`src/rtl/load_store_unit.sv`:
```
// load_store_unit
//
// Purpose:
//   Bridges the datapath memory stage and the byte-addressed `memory` block.
//   It turns LB/LBU/LH/LHU/LW/SB/SH/SW requests into word-wide memory cycles.
//   Loads get byte-lane extraction plus sign or zero extension. Sub-word
//   stores use a read-modify-write sequence, because `memory` always writes
//   four bytes. Alignment and range are checked, and every accepted request
//   gets exactly one response.
//
// Ports:
//   clk, reset        rising-edge clock; synchronous active-high reset
//   req_valid/ready   request handshake; ready only while idle
//   req_write         1 = store, 0 = load
//   req_size          00 byte, 01 half, 10 word, 11 illegal
//   req_unsigned      loads: 1 = zero-extend, 0 = sign-extend
//   req_addr          byte address
//   req_wdata         store data, sub-word value in the low bits
//   resp_valid        one-cycle response strobe
//   resp_rdata        extended load data; 0 for stores and errors
//   resp_error        request was rejected (qualifies resp_valid)
//   mem_address       word-aligned address to memory
//   mem_dataIn        write data to memory
//   mem_readEnable    read strobe; data returns one cycle later on mem_memOut
//   mem_writeEnable   write strobe (full 32-bit word)
//   mem_memOut        registered read data from memory

module load_store_unit #(
  parameter int unsigned MEM_BYTES = 1024
) (
  input  logic        clk,
  input  logic        reset,
  input  logic        req_valid,
  output logic        req_ready,
  input  logic        req_write,
  input  logic [1:0]  req_size,
  input  logic        req_unsigned,
  input  logic [31:0] req_addr,
  input  logic [31:0] req_wdata,
  output logic        resp_valid,
  output logic [31:0] resp_rdata,
  output logic        resp_error,
  output logic [31:0] mem_address,
  output logic [31:0] mem_dataIn,
  output logic        mem_readEnable,
  output logic        mem_writeEnable,
  input  logic [31:0] mem_memOut
);

  typedef enum logic [2:0] {
    S_IDLE,
    S_RD,
    S_CAP,
    S_WR,
    S_RESP
  } state_t;

  // Highest word-aligned address whose four bytes all fit in memory.
  localparam logic [31:0] LAST_WORD = 32'(MEM_BYTES - 4);

  state_t      state_q, state_d;
  logic        write_q, write_d;
  logic [1:0]  size_q, size_d;
  logic        unsigned_q, unsigned_d;
  logic [31:0] addr_q, addr_d;
  // data_q holds store data after accept, then either the extended load
  // value or the merged store word once memory has been read.
  logic [31:0] data_q, data_d;
  logic        error_q, error_d;

  logic [31:0] req_word_addr;
  logic        req_illegal;
  logic [31:0] word_addr;
  logic [4:0]  lane_shift;
  logic [31:0] lane_data;
  logic [31:0] lane_mask;
  logic [31:0] load_ext;
  logic [31:0] store_merged;

  assign req_word_addr = {req_addr[31:2], 2'b00};

  // Misaligned half/word accesses, the reserved size code, or a word that
  // would run off the end of memory are all rejected up front.
  assign req_illegal = (req_size == 2'b11)
                    || ((req_size == 2'b01) && req_addr[0])
                    || ((req_size == 2'b10) && (req_addr[1:0] != 2'b00))
                    || (req_word_addr > LAST_WORD);

  assign word_addr  = {addr_q[31:2], 2'b00};
  // Halves are always 2-byte aligned here, so the byte offset also gives
  // the correct half lane shift.
  assign lane_shift = {addr_q[1:0], 3'b000};
  assign lane_data  = mem_memOut >> lane_shift;
  assign lane_mask  = (size_q == 2'b00) ? 32'h0000_00FF : 32'h0000_FFFF;

  // Load extension of the addressed lane.
  always_comb begin
    load_ext = mem_memOut;
    unique case (size_q)
      2'b00:   load_ext = {{24{~unsigned_q & lane_data[7]}}, lane_data[7:0]};
      2'b01:   load_ext = {{16{~unsigned_q & lane_data[15]}}, lane_data[15:0]};
      default: load_ext = mem_memOut;
    endcase
  end

  // Sub-word store: overwrite only the addressed lane of the word just read.
  assign store_merged = (mem_memOut & ~(lane_mask << lane_shift))
                      | ((data_q & lane_mask) << lane_shift);

  always_ff @(posedge clk) begin
    if (reset) begin
      state_q    <= S_IDLE;
      write_q    <= 1'b0;
      size_q     <= 2'b00;
      unsigned_q <= 1'b0;
      addr_q     <= 32'h0;
      data_q     <= 32'h0;
      error_q    <= 1'b0;
    end else begin
      state_q    <= state_d;
      write_q    <= write_d;
      size_q     <= size_d;
      unsigned_q <= unsigned_d;
      addr_q     <= addr_d;
      data_q     <= data_d;
      error_q    <= error_d;
    end
  end

  always_comb begin
    state_d    = state_q;
    write_d    = write_q;
    size_d     = size_q;
    unsigned_d = unsigned_q;
    addr_d     = addr_q;
    data_d     = data_q;
    error_d    = error_q;

    unique case (state_q)
      S_IDLE: begin
        if (req_valid) begin
          write_d    = req_write;
          size_d     = req_size;
          unsigned_d = req_unsigned;
          addr_d     = req_addr;
          data_d     = req_wdata;
          error_d    = req_illegal;
          if (req_illegal) begin
            state_d = S_RESP;
          end else if (req_write && (req_size == 2'b10)) begin
            state_d = S_WR;
          end else begin
            state_d = S_RD;
          end
        end
      end
      S_RD: begin
        state_d = S_CAP;
      end
      S_CAP: begin
        if (write_q) begin
          data_d  = store_merged;
          state_d = S_WR;
        end else begin
          data_d  = load_ext;
          state_d = S_RESP;
        end
      end
      S_WR: begin
        state_d = S_RESP;
      end
      S_RESP: begin
        state_d = S_IDLE;
      end
      default: begin
        state_d = S_IDLE;
      end
    endcase
  end

  // Every output is decoded from registered state only.
  assign req_ready       = (state_q == S_IDLE);
  assign mem_readEnable  = (state_q == S_RD);
  assign mem_writeEnable = (state_q == S_WR);
  assign mem_address     = ((state_q == S_RD) || (state_q == S_WR)) ? word_addr : 32'h0;
  assign mem_dataIn      = (state_q == S_WR) ? data_q : 32'h0;
  assign resp_valid      = (state_q == S_RESP);
  assign resp_error      = (state_q == S_RESP) && error_q;
  assign resp_rdata      = ((state_q == S_RESP) && !write_q && !error_q) ? data_q : 32'h0;

endmodule

```
`config.mk`:
```
export PLATFORM = sky130hd
export DESIGN_NAME = load_store_unit
export DESIGN_NICKNAME = d
export VERILOG_FILES = /design/src/rtl/load_store_unit.sv
export SDC_FILE = /design/constraint.sdc
export NUM_CORES = 1
export LEC_CHECK = 0
export BUFFER_PORTS_ARGS = -buffer_cell sky130_fd_sc_hd__buf_2
export CAP_MARGIN = 20
export CORE_MARGIN = 3
export CORE_UTILIZATION = 30
export DETAILED_ROUTE_END_ITERATION = 8
export MAX_ROUTING_LAYER = met4
export PLACE_DENSITY = 0.51
export SYNTH_ARGS = -nofsm -noshare
export SYNTH_HDL_FRONTEND = slang
export SYNTH_SLANG_ARGS = --single-unit
```
`constraint.sdc`:
```
create_clock -name clk -period 2.1 [get_ports clk]
set_clock_uncertainty 0.05 [all_clocks]
set_input_delay 0.42 -clock clk [delete_from_list [all_inputs] [get_ports clk]]
set_output_delay 0.42 -clock clk [all_outputs]
set_load 0.1 [all_outputs]
```
==> reports/metrics.yaml <==
hold_path:
  hp-start: "req_addr[2]"
  min_path_cells: 3
  hold_class: "in2reg"
  holdPathEnd: "addr_q[2]"
timing:
  finalSetupTns_ps: -10040
  finalCriticalPeriod_ps: 2270
  fin_ws_ps: -171
  relSlewSlack_pct: 57.0
  hold_viol: 0
  slew_viol_final: 0
  fin_hold_ws_ps: 273
  fmax_ghz: 0.440
  fin_crit_sh_pct: 108
  rsz0062_at_grt: "true"
  tightest_slew_ps: 641
  setup_viol: 86
critical_path:
  startpoint: "state_q[1]"
  start_kind: "flip-flop"
  path_max_fanout: 16
  end_kind: "output port"
  worstPathArrival_ps: 1800
  rr_startpoint: "state_q[0]"
  r2r_slack_ps: -100
  r2r-end: "data_q[28]"
  path_class: "reg2out"
  cp.required_ps: 1630
  r2r_cells: 7
placement:
  gp_congestion: 0.986
  portBuffers: 201
  pre_cts_ws_ps: -6.51
  hpwl_um: 15900
route:
  detail-route-antenna-nets: 0
  wirelength_um: 21800
  vias: 5862
  via_per_inst: 5.38
  routedWlPerCell_um: 20.0
  first_pass_iters: 5
  drtIter0Drc: 515
  drc_errors: 0
floorplan:
  rows: 46
  dieArea_um2: 17900
  core_area_um2: 15900
  die_h_um: 134
  initial_utilization_pct: 30.8
  io_pins: 204
  fp.dieW_um: 134
synth:
  synth_cells: 668
  synth_fa_ha_area_share_pct: 0
  synth_area_leader_cell: "dfxtp_1"
  synth-async-reset-ratio_pct: 0
  synth.distinct_cells: 54
  synth_area_leaders: "dfxtp_1 (29%), and2_1 (8.3%), a21oi_1 (7.3%)"
  synth.top_cell.area_share_pct: 29.4
  netlist_area_um2: 4910
  synth_edf_count: 0
  yosysWarnings: 0
  synth_top_family_by_area: "simple AND/OR/NAND/NOR gates"
  ys_ff_latch: 72
  syn_area_per_cell_um2: 7.35
  post_synth_xor_area_fraction_pct: 0.178
  synth_mux_area_share_pct: 5.33
  synthSimpleGateAreaFrac_pct: 32.5
  synth_ff_type: "dfxtp_1"
  synth_compound_area_share_pct: 25.6
  yosysSeqAreaShare_pct: 29.4
layout:
  final_cell_mix: "buf_2 (104), buf_12 (102), nand2_1 (89), a21oi_1 (72), dfxtp_1 (69)"
  post-route-util_pct: 54.6
  area_delta_synth_final_pct: 77.2
  nets: 971
  layout_commonest_cell: "buf_2"
  layout-drive-gt1-share_pct: 46.6
  diodes: 0
cts:
  cts_buffer_depth: 2
  clkTransAtPathRegs_ps: 60
  clk_latency_ps: 340
  cts-buffers-inserted: 9
  root_buffer: "clkbuf_16"
  htree_levels: 3
  postCtsHoldBufs: 0
  cts_tree: "yes"
  clkSinkCount: 72
global_routing:
  grt_overflow_total: 0
  antenna_found_initial: 0
  grt_max_degree: 56
  grt_usage_pct: 23.5
  grt_pass1_wl_um: 32000
  grt_pass1_vias: 5538
pwr:
  p_comb_share_pct: 21.9
  p_per_area_nw_per_um2: 497
  peakVddDrop_uv: 406
  p_leak_nw: 3.52
  p_seq_share_pct: 36.2
  switching_share_pct: 29.8
  p_int_mw: 3.04
  finalPower_mw: 4.33
  netSwitchingPower_mw: 1.29
  p_clk_share_pct: 41.9
outcome:
  status: "complete, but fails checks"
  violations: "setup timing"
run:
  drv_cap: 0
what timing repair did:
action                                  in CTS  in global routing
resized for setup                           27                 56
endpoints found under the setup margin      99                119
buffers inserted                             7                  6
cloned                                       5                  4
pin swaps                                    9                 12
synth_stat cells (8+ instances only):
| library cell | n |
|---|---|
| o221ai_1 | 10 |
| mux2_2 | 9 |
| clkbuf_1 | 37 |
| inv_1 | 16 |
| and2_1 | 65 |
| a21oi_1 | 72 |
| a311oi_1 | 13 |
| nor2_1 | 62 |
| nand2_1 | 91 |
| o21ai_0 | 11 |
| a211oi_1 | 30 |
| dfxtp_1 | 72 |
| and3_1 | 33 |
| mux2i_1 | 16 |
| nor2b_1 | 22 |
| o31a_1 | 8 |
| nor3_1 | 12 |
| a22o_1 | 8 |
| buf_2 | 16 |
registers in the layout, indices dropped and copies added, names as in the netlist:
register    count
write_q         1
data_q         32
error_q         1
size_q          2
addr_q         32
unsigned_q      1
state_q         3
metrics by stage:
step,cell area (µm²),instances
4_1_cts,8440,1082
5_1_grt,8700,1089
3_3_place_gp,7840,1054
3_5_place_dp,7840,1054
6_report,8700,1089
2_1_floorplan,5170,669
worst max-delay path: stages (launching register included):
cell     delay, ps
dfxtp_4        350
nor2_4         100
and2_4         140
nor3b_4        210
buf_12         160
buf_12         150
and2_4         160
buf_12         160
final cells by class:
cell class                 count  area [µm²]
tap                          216         270
sequential                    72        1450
clock inverter                 6         113
fill                        1475        7240
inverter                      18        67.6
multi-input combinational    519        3550
clock buffer                  10         239
timing repair buffer         248        3010
cell families after synthesis:
logic type,count (synthesis)
DFF,72
other,1
xor gates and xnor gates,1
AOI/OAI and AO/OA,181
and+or+nand+nor,310
muxes,25
buffers and inverters,78
power by group through the flow:
stage	Sequential, mW	Clock (mW)	Combinational, mW
2_1_floorplan	1.54	0	0.583
3_3_place_gp	1.59	0	0.894
3_5_place_dp	1.59	0	0.901
4_1_cts	1.56	1.84	0.929
5_1_grt	1.58	1.90	1.01
6_report	1.57	1.81	0.948
metal layers:
metal	track usage, %	vias up	part of all wire [%]
li1	-	2769	-
met2	39.0	281	50
met5	-	-	0
met4	8.40	0	2.8
met1	28.3	2765	40
met3	4.73	47	7.4
worst max path at each step:
stage,end,cells past startpoint
3_5_place_dp,data_q[19],4
4_1_cts,resp_rdata[17],7
3_3_place_gp,data_q[22],5
2_1_floorplan,resp_rdata[12],6
6_report,resp_rdata[13],7
5_1_grt,resp_rdata[13],7
No activity file was read; power rests on OpenSTA's default activity.
